<file path="src/rtl/mdu_seq.sv">
// ---------------------------------------------------------------------------
// mdu_seq -- iterative multiply/divide sequencer owning the HI/LO pair.
//
// Executes MULT / MULTU (shift-add, one multiplier bit per clock) and
// DIV / DIVU (restoring, one quotient bit per clock) on operand magnitudes,
// then applies sign correction in a final FIX cycle while committing HI/LO.
// Start sampled at edge 0 -> HI/LO and done visible after edge WIDTH+1.
//
// Ports:
//   clk    in   rising-edge clock
//   rst_n  in   asynchronous active-low reset
//   start  in   launch operation (honoured in IDLE only, blocked by flush)
//   op     in   2'b00 MULT, 2'b01 MULTU, 2'b10 DIV, 2'b11 DIVU
//   a      in   rs operand (multiplicand / dividend)
//   b      in   rt operand (multiplier / divisor)
//   flush  in   abort in-flight operation, HI/LO untouched
//   mthi   in   write wdata to HI (IDLE with start=0 only)
//   mtlo   in   write wdata to LO (IDLE with start=0 only)
//   wdata  in   MTHI/MTLO data
//   busy   out  high while an operation is in flight
//   done   out  one-cycle pulse in the cycle after HI/LO commit
//   hi     out  HI register
//   lo     out  LO register
// ---------------------------------------------------------------------------
module mdu_seq #(
    parameter int WIDTH = 32
) (
    input  logic             clk,
    input  logic             rst_n,
    input  logic             start,
    input  logic [1:0]       op,
    input  logic [WIDTH-1:0] a,
    input  logic [WIDTH-1:0] b,
    input  logic             flush,
    input  logic             mthi,
    input  logic             mtlo,
    input  logic [WIDTH-1:0] wdata,
    output logic             busy,
    output logic             done,
    output logic [WIDTH-1:0] hi,
    output logic [WIDTH-1:0] lo
);

    localparam int CW = $clog2(WIDTH) + 1;
    localparam logic [CW-1:0] LAST_ITER = CW'(WIDTH - 1);

    typedef enum logic [1:0] {
        S_IDLE = 2'd0,
        S_RUN  = 2'd1,
        S_FIX  = 2'd2
    } state_t;

    // Conditional two's-complement negation used for sign correction.
    function automatic logic [WIDTH-1:0] cond_neg_w(input logic [WIDTH-1:0] v,
                                                    input logic neg);
        return neg ? -v : v;
    endfunction

    function automatic logic [2*WIDTH-1:0] cond_neg_2w(input logic [2*WIDTH-1:0] v,
                                                       input logic neg);
        return neg ? -v : v;
    endfunction

    // Control state
    state_t          r_state;
    logic [CW-1:0]   r_cnt;
    logic            r_done;
    logic [WIDTH-1:0] r_hi;
    logic [WIDTH-1:0] r_lo;

    // Datapath state (no reset needed: always loaded at launch)
    logic             r_is_div;
    logic             r_neg_q;     // negate product / quotient
    logic             r_neg_r;     // negate remainder (dividend sign)
    logic             r_bzero;
    logic [WIDTH-1:0] r_a_orig;
    logic [WIDTH-1:0] r_b;         // multiplicand (mul) or divisor (div)
    logic [WIDTH-1:0] r_rem;       // upper product half / partial remainder
    logic [WIDTH-1:0] r_q;         // multiplier->lower product / dividend->quotient

    // Operand conditioning: signed ops take magnitudes, unsigned pass through.
    logic             w_signed;
    logic             w_a_neg;
    logic             w_b_neg;
    logic [WIDTH-1:0] w_a_mag;
    logic [WIDTH-1:0] w_b_mag;
    logic             w_launch;

    assign w_signed = ~op[0];
    assign w_a_neg  = w_signed & a[WIDTH-1];
    assign w_b_neg  = w_signed & b[WIDTH-1];
    assign w_a_mag  = cond_neg_w(a, w_a_neg);
    assign w_b_mag  = cond_neg_w(b, w_b_neg);
    assign w_launch = (r_state == S_IDLE) && start && !flush;

    // Shift-add step: add multiplicand into the upper half when the current
    // multiplier LSB is set, then shift the whole {carry, rem, q} right.
    logic [WIDTH:0] w_mul_sum;
    assign w_mul_sum = {1'b0, r_rem} + (r_q[0] ? {1'b0, r_b} : '0);

    // Restoring step: shift the next dividend bit into the remainder and
    // subtract the divisor if it fits. The true difference is always below
    // the divisor, so WIDTH bits hold it exactly.
    logic [WIDTH:0]   w_div_shift;
    logic             w_div_ge;
    logic [WIDTH-1:0] w_div_sub;
    assign w_div_shift = {r_rem, r_q[WIDTH-1]};
    assign w_div_ge    = (w_div_shift >= {1'b0, r_b});
    assign w_div_sub   = w_div_shift[WIDTH-1:0] - r_b;

    // Final results with sign correction. Divide-by-zero overrides the
    // iterative result so HI carries the original (unsigned-view) dividend.
    logic [2*WIDTH-1:0] w_prod_fix;
    logic [WIDTH-1:0]   w_quo_fix;
    logic [WIDTH-1:0]   w_rem_fix;
    logic [WIDTH-1:0]   w_hi_res;
    logic [WIDTH-1:0]   w_lo_res;

    assign w_prod_fix = cond_neg_2w({r_rem, r_q}, r_neg_q);
    assign w_quo_fix  = cond_neg_w(r_q, r_neg_q);
    assign w_rem_fix  = cond_neg_w(r_rem, r_neg_r);
    assign w_hi_res   = r_is_div ? (r_bzero ? r_a_orig : w_rem_fix)
                                 : w_prod_fix[2*WIDTH-1:WIDTH];
    assign w_lo_res   = r_is_div ? (r_bzero ? '1 : w_quo_fix)
                                 : w_prod_fix[WIDTH-1:0];

    // Sequencer FSM and HI/LO ownership
    always_ff @(posedge clk or negedge rst_n) begin
        if (!rst_n) begin
            r_state <= S_IDLE;
            r_cnt   <= '0;
            r_done  <= 1'b0;
            r_hi    <= '0;
            r_lo    <= '0;
        end else begin
            r_done <= 1'b0;
            case (r_state)
                S_IDLE: begin
                    if (start && !flush) begin
                        r_state <= S_RUN;
                        r_cnt   <= '0;
                    end else if (!start) begin
                        // start has priority over MTHI/MTLO, even when flushed
                        if (mthi) r_hi <= wdata;
                        if (mtlo) r_lo <= wdata;
                    end
                end
                S_RUN: begin
                    if (flush) begin
                        r_state <= S_IDLE;
                    end else begin
                        r_cnt <= r_cnt + 1'b1;
                        if (r_cnt == LAST_ITER) r_state <= S_FIX;
                    end
                end
                S_FIX: begin
                    r_state <= S_IDLE;
                    if (!flush) begin
                        r_hi   <= w_hi_res;
                        r_lo   <= w_lo_res;
                        r_done <= 1'b1;
                    end
                end
                default: r_state <= S_IDLE;
            endcase
        end
    end

    // Iterative datapath
    always_ff @(posedge clk) begin
        if (w_launch) begin
            r_is_div <= op[1];
            r_neg_q  <= w_a_neg ^ w_b_neg;
            r_neg_r  <= w_a_neg;
            r_bzero  <= (b == '0);
            r_a_orig <= a;
            r_rem    <= '0;
            r_b      <= op[1] ? w_b_mag : w_a_mag;
            r_q      <= op[1] ? w_a_mag : w_b_mag;
        end else if (r_state == S_RUN) begin
            if (r_is_div) begin
                if (w_div_ge) begin
                    r_rem <= w_div_sub;
                    r_q   <= {r_q[WIDTH-2:0], 1'b1};
                end else begin
                    r_rem <= w_div_shift[WIDTH-1:0];
                    r_q   <= {r_q[WIDTH-2:0], 1'b0};
                end
            end else begin
                r_rem <= w_mul_sum[WIDTH:1];
                r_q   <= {w_mul_sum[0], r_q[WIDTH-1:1]};
            end
        end
    end

    assign busy = (r_state != S_IDLE);
    assign done = r_done;
    assign hi   = r_hi;
    assign lo   = r_lo;

endmodule

</file>
<file path="config.mk">
export PLATFORM = sky130hd
export DESIGN_NAME = mdu_seq
export DESIGN_NICKNAME = d
export VERILOG_FILES = /design/src/rtl/mdu_seq.sv
export SDC_FILE = /design/constraint.sdc
export NUM_CORES = 1
export LEC_CHECK = 0
export BUFFER_PORTS_ARGS = -buffer_cell sky130_fd_sc_hd__buf_2
export CORE_MARGIN = 2
export CORE_UTILIZATION = 35
export CTS_CLUSTER_DIAMETER = 50
export DETAILED_ROUTE_END_ITERATION = 8
export PLACE_DENSITY_LB_ADDON = 0.05
export SYNTH_ARGS = -nofsm -noshare
export SYNTH_HDL_FRONTEND = slang
export SYNTH_SLANG_ARGS = --single-unit
</file>
<file path="constraint.sdc">
create_clock -name clk -period 4.7 [get_ports clk]
set_input_delay 0 -clock clk [delete_from_list [all_inputs] [get_ports clk]]
set_output_delay 0 -clock clk [all_outputs]
set_load 0.005 [all_outputs]
</file>
Yosys cells after proc, flatten, opt, wreduce, memory -nomap -nowiden. Cells that the tools add are included.

Add/sub/neg operators: 8. Order comparisons: 1. Eq/ne operators: 11. Muxes and demuxes: 37. Bitwise logic cells: 4. Reduce and logical (&&, ||, !) cells: 14.

Operators by type and width (number): 2-to-1 mux 32 bit (24); negator 32 bit (4); case mux 32 bit (2 select lines) (2); 2-to-1 mux 64 bit (1); negator 64 bit (1); adder 32 x 32 -> 33 bit (1); greater-or-equal comparator 33 x 32 -> 1 bit (1); zero test 32 bit (1); subtractor 32 bit (1); 2-to-1 mux 6 bit (2); inequality test 2 bit, second input constant (6); case mux 6 bit (2 select lines) (1); AND reduction 5 bit (2); nonzero test 2 bit (4); adder 6 x 1 -> 6 bit, second input constant (1); equality test 6 x 5 -> 1 bit, second input constant (1); 2-to-1 mux 2 bit (3); case mux 2 bit (2 select lines) (1); logical AND 1 bit (3); 2-to-1 mux 1 bit (3); inequality test 3 bit, second input constant (1); AND reduction 3 bit (1); AND 1 bit (2); equality test 2 x 1 -> 1 bit, second input constant (1); 7 further kinds (7).

Register bits after elaboration: 205. Bits of input ports: 104. Output and inout port bits: 66. Word-level logic and storage cells: 88.

Depth between registers and ports, before layout.
Word-level depth: 6. Gate-level depth with buffers: 14. Depth with buffers taken out: 12.

Least setup slack after synthesis. Ideal clock, no wire load.

Path kind: flip-flop to flip-flop. From: register r_state[0]. To: register r_a_orig[0], enable pin. Library setup time: 458 ps. Arrival: 3701 ps. Data required time: 4242 ps. Slack: 540 ps. Cell stages (with the launch flop): 7. Path buffers: 3. Clock period less this slack: 4160 ps. Cell sequence: dfrtp_1 -> or2_2 -> or3b_2 -> clkbuf_1 -> inv_1 -> clkbuf_1 -> buf_1.

Cells in the longest elaborated chain, start to end: 3.

Ends and longest elaborated chain: start, declared (RTL line 65) `state_t r_state;`; start signal, assigned (RTL line 130) `r_state <= S_IDLE;`; start signal, assigned (RTL line 140) `r_state <= S_RUN;`; start signal, assigned (RTL line 150) `r_state <= S_IDLE;`; zero test 2 bit (RTL line 94) `assign w_launch = (r_state == S_IDLE) && start && !flush;`; logical AND 1 bit (2 in series) (RTL line 94); net w_launch (RTL line 87) `logic w_launch;`; end signal, assigned (RTL line 176) `r_a_orig <= a;`; end, declared (RTL line 76) `logic [WIDTH-1:0] r_a_orig;`.

The timed path passes the listed nets, and every way through them passes these cells. A chain may end at the register's enable or synchronous reset.

Worst setup path after layout.
From: register r_q[0]. To: register r_rem[26].

Cells in the longest elaborated chain, start to end: 3.

Ends and longest elaborated chain: start, declared (RTL line 79) `logic [WIDTH-1:0] r_q;`; start signal, assigned (RTL line 179) `r_q <= op[1] ? w_a_mag : w_b_mag;`; start signal, assigned (RTL line 184) `r_q <= {r_q[WIDTH-2:0], 1'b1};`; start signal, assigned (RTL line 187) `r_q <= {r_q[WIDTH-2:0], 1'b0};`; 2-to-1 mux 32 bit (RTL line 99) `assign w_mul_sum = {1'b0, r_rem} + (r_q[0] ? {1'b0, r_b} : '0);`; adder 32 x 32 -> 33 bit (RTL line 99); 2-to-1 mux 32 bit (RTL line 181) `if (r_is_div) begin`; end signal, assigned (RTL line 183) `r_rem <= w_div_sub;`; end signal, assigned (RTL line 186) `r_rem <= w_div_shift[WIDTH-1:0];`; end signal, assigned (RTL line 190) `r_rem <= w_mul_sum[WIDTH:1];`; end, declared (RTL line 78) `logic [WIDTH-1:0] r_rem;`.

No other way between the ends.

==> out/results.ini <==
[status]
status=completed

[yosys]
avgSynthCellArea_um2=8.39
synthArstFlopShare_pct=35.6
syn_inst=1953
syn_area_mm2=0.0164
synth_edf_count=100
ys.flop_type=edfxtp_1
synth_seq_cells=205
synth-seq-area-share_pct=33.4
yosys_warnings=0
ys_types=75
syn_nets=2128

[routing]
vias_per_cell=5.89
drtIter0Drc=1663
drc=0
routedWlPerCell_um=25.2
drt_pass1_iterations=5
drt-total-wl_um=70800
vias=16500
final_antenna_net_count=0

[layout]
nets=2345
antenna_cells=0
final_cell_mix=o21ai_0 (191), nand2_1 (168), buf_2 (168)
post-route-util_pct=43.4
area_growth_pct=22.6
layout-drive-gt1-share_pct=14.9
final-instance-count-excl-fill=2805
layout_commonest_cell=o21ai_0
fin_area_mm2=0.0201

[die]
coreArea_mm2=0.0464
start_util_pct=35.4
io_pins=170
die_x_um=220
dieArea_mm2=0.0486
die_h_um=220
fp-row-count=79

[placement]
place_ws_ps=633
portBuffers=169
hpwlAfterDp_um=54300
gp_congestion=0.938
dpl_cell_area_mm2=0.0179
dp.cells=2651

[min_path]
worstHoldStart=b[9]
holdCritPathClass=primary input to flip-flop
min_path_cells=3
min_to=r_b[9]$_DFFE_PP_

[cts]
path_clk_slew_ps=60
cts_buffers=37
clock_latency_ps=570
cts_root_buf=clkbuf_16
cts_tree=built
htree_levels=2
clock_path_buffers=3
clock-sinks=205

[sta]
rsz0062_at_grt=false
setup_viol=0
setup-tns-final_ps=0
holdWs_ps=55.2
finalCritPeriodShare_pct=87.9
relSlewSlack_pct=28.5
period_needed_ps=4130
slew_viol_final=0
clock_skew_ps=33.8
worst_slack_ps=571
hold_violations=0
worstMarginPinSlew_ps=1070
max_freq_mhz=242

[critical_path]
startpoint_type=flip-flop
cp.required_ps=5160
path_class=flip-flop to flip-flop
crit_fanout=10
endpoint_kind=flip-flop
reg2reg_slack_ps=570
rr_worst_depth=15
reg2reg_to=r_rem[26]$_SDFFE_PP0P_
r2r_start=r_q[0]$_DFFE_PP_
arrival_ps=4590

[global_route]
overflow=0
grt_util_all_layers_pct=28.8
grt_max_degree=105
grt_antenna_before_repair=1
grt_pass1_vias=15500
grt_pass1_wl_um=103000

[power]
power_mw=10.4
peakVddDrop_uv=299
p_leak_nw=8.31
cellPowerDensity_mw_per_mm2=517

[flow_run]
drv_cap=0

## critical path, cell delays in order (launching register included)
cell and delay, ps:
edfxtp_1 510, inv_1 380, buf_4 220, nor2_1 50
ha_1 390, and3_1 240, and4_1 240, a211oi_1 100
buf_4 180, o41ai_1 700, buf_4 230, nand2_1 80
o21ai_0 230, xor2_1 180, nor2_1 50, a311oi_1 250
## repair_timing
action                                 in CTS  in global routing
resized for setup                           0                  0
hold buffers                               87                  0
buffers inserted                            0                  0
endpoints found under the hold margin     192                  0
## sequential cells by signal (all words and copies together), names as in the netlist
signal / flops
lo: 32
r_a_orig: 32
done: 1
r_cnt: 6
r_state: 2
r_rem: 32
r_bzero: 1
hi: 32
r_neg_r: 1
r_b: 32
r_is_div: 1
r_neg_q: 1
r_q: 32
## worst max path at each step
| stage | depth (start not counted) | endpoint | startpoint |
|---|---|---|---|
| floorplan | 6 | r_a_orig[0]$_DFFE_PP_ | r_state[0]$_DFFE_PN0P_ |
| global placement | 11 | r_rem[6]$_SDFFE_PP0P_ | r_rem[22]$_SDFFE_PP0P_ |
| detailed placement | 11 | r_rem[6]$_SDFFE_PP0P_ | r_rem[22]$_SDFFE_PP0P_ |
| CTS | 15 | r_rem[26]$_SDFFE_PP0P_ | r_q[0]$_DFFE_PP_ |
| global route | 11 | r_rem[3]$_SDFFE_PP0P_ | r_rem[22]$_SDFFE_PP0P_ |
| finish | 15 | r_rem[26]$_SDFFE_PP0P_ | r_q[0]$_DFFE_PP_ |
## cell type report
cell class / count / area, µm²
multi-input combinational: 1552 / 10200
fill: 4602 / 26300
clock buffer: 46 / 1020
sequential: 205 / 5470
tap: 607 / 759
timing repair buffer: 306 / 2120
inverter: 68 / 256
clock inverter: 21 / 265
## power breakdown
part / total, mW / internal [mW] / switching [mW]
Combinational: 4.72 / 1.87 / 2.85
Clock: 2.83 / 1.79 / 1.04
Sequential: 2.85 / 2.25 / 0.596
## per-layer routing
| layer | wire (µm) | vias to the layer above | global-route usage [%] |
|---|---|---|---|
| li1 | - | 7705 | - |
| met1 | 33200 | 8092 | 41.9 |
| met2 | 30800 | 633 | 44.0 |
| met3 | 4710 | 97 | 4.25 |
| met4 | 2120 | 0 | 8.34 |
| met5 | 0 | - | 0 |
## logic make-up after synthesis
group / count (synthesis) / share of synthesized area, %
AO/OA/AOI/OAI: 621 / 23.6
multiplexers: 102 / 6.31
adder cells (fa/ha/maj): 71 / 5.51
AND/OR/NAND/NOR: 583 / 17.3
XOR/XNOR: 175 / 9.35
buffers and inverters: 196 / 4.58
flip-flops: 205 / 33.4
## Yosys cell counts, types with 14 or more instances
cell type / instances / area [µm²]
o21ai_0: 191 / 956
nand2_1: 168 / 631
nor2_1: 153 / 574
a21oi_1: 141 / 706
clkbuf_1: 104 / 390
edfxtp_1: 100 / 3000
xnor2_1: 100 / 876
mux2i_1: 91 / 911
xor2_1: 75 / 657
dfrtp_1: 73 / 1830
ha_1: 69 / 863
inv_1: 68 / 255
nand3_1: 53 / 265
o22ai_1: 40 / 250
nor3_1: 38 / 190
a31oi_1: 33 / 206
o31ai_1: 33 / 248
dfxtp_1: 32 / 641
a21o_1: 29 / 218
or3_1: 27 / 169
a211oi_1: 21 / 158
and3_1: 20 / 125
nand2b_1: 19 / 119
o41ai_1: 19 / 166
nor4_1: 16 / 100
a221oi_1: 15 / 131
nand4_1: 15 / 93.8
o211ai_1: 15 / 113
or4_1: 15 / 113
nor2b_1: 14 / 87.6
Note: power is estimated with default switching activity, not from simulation.
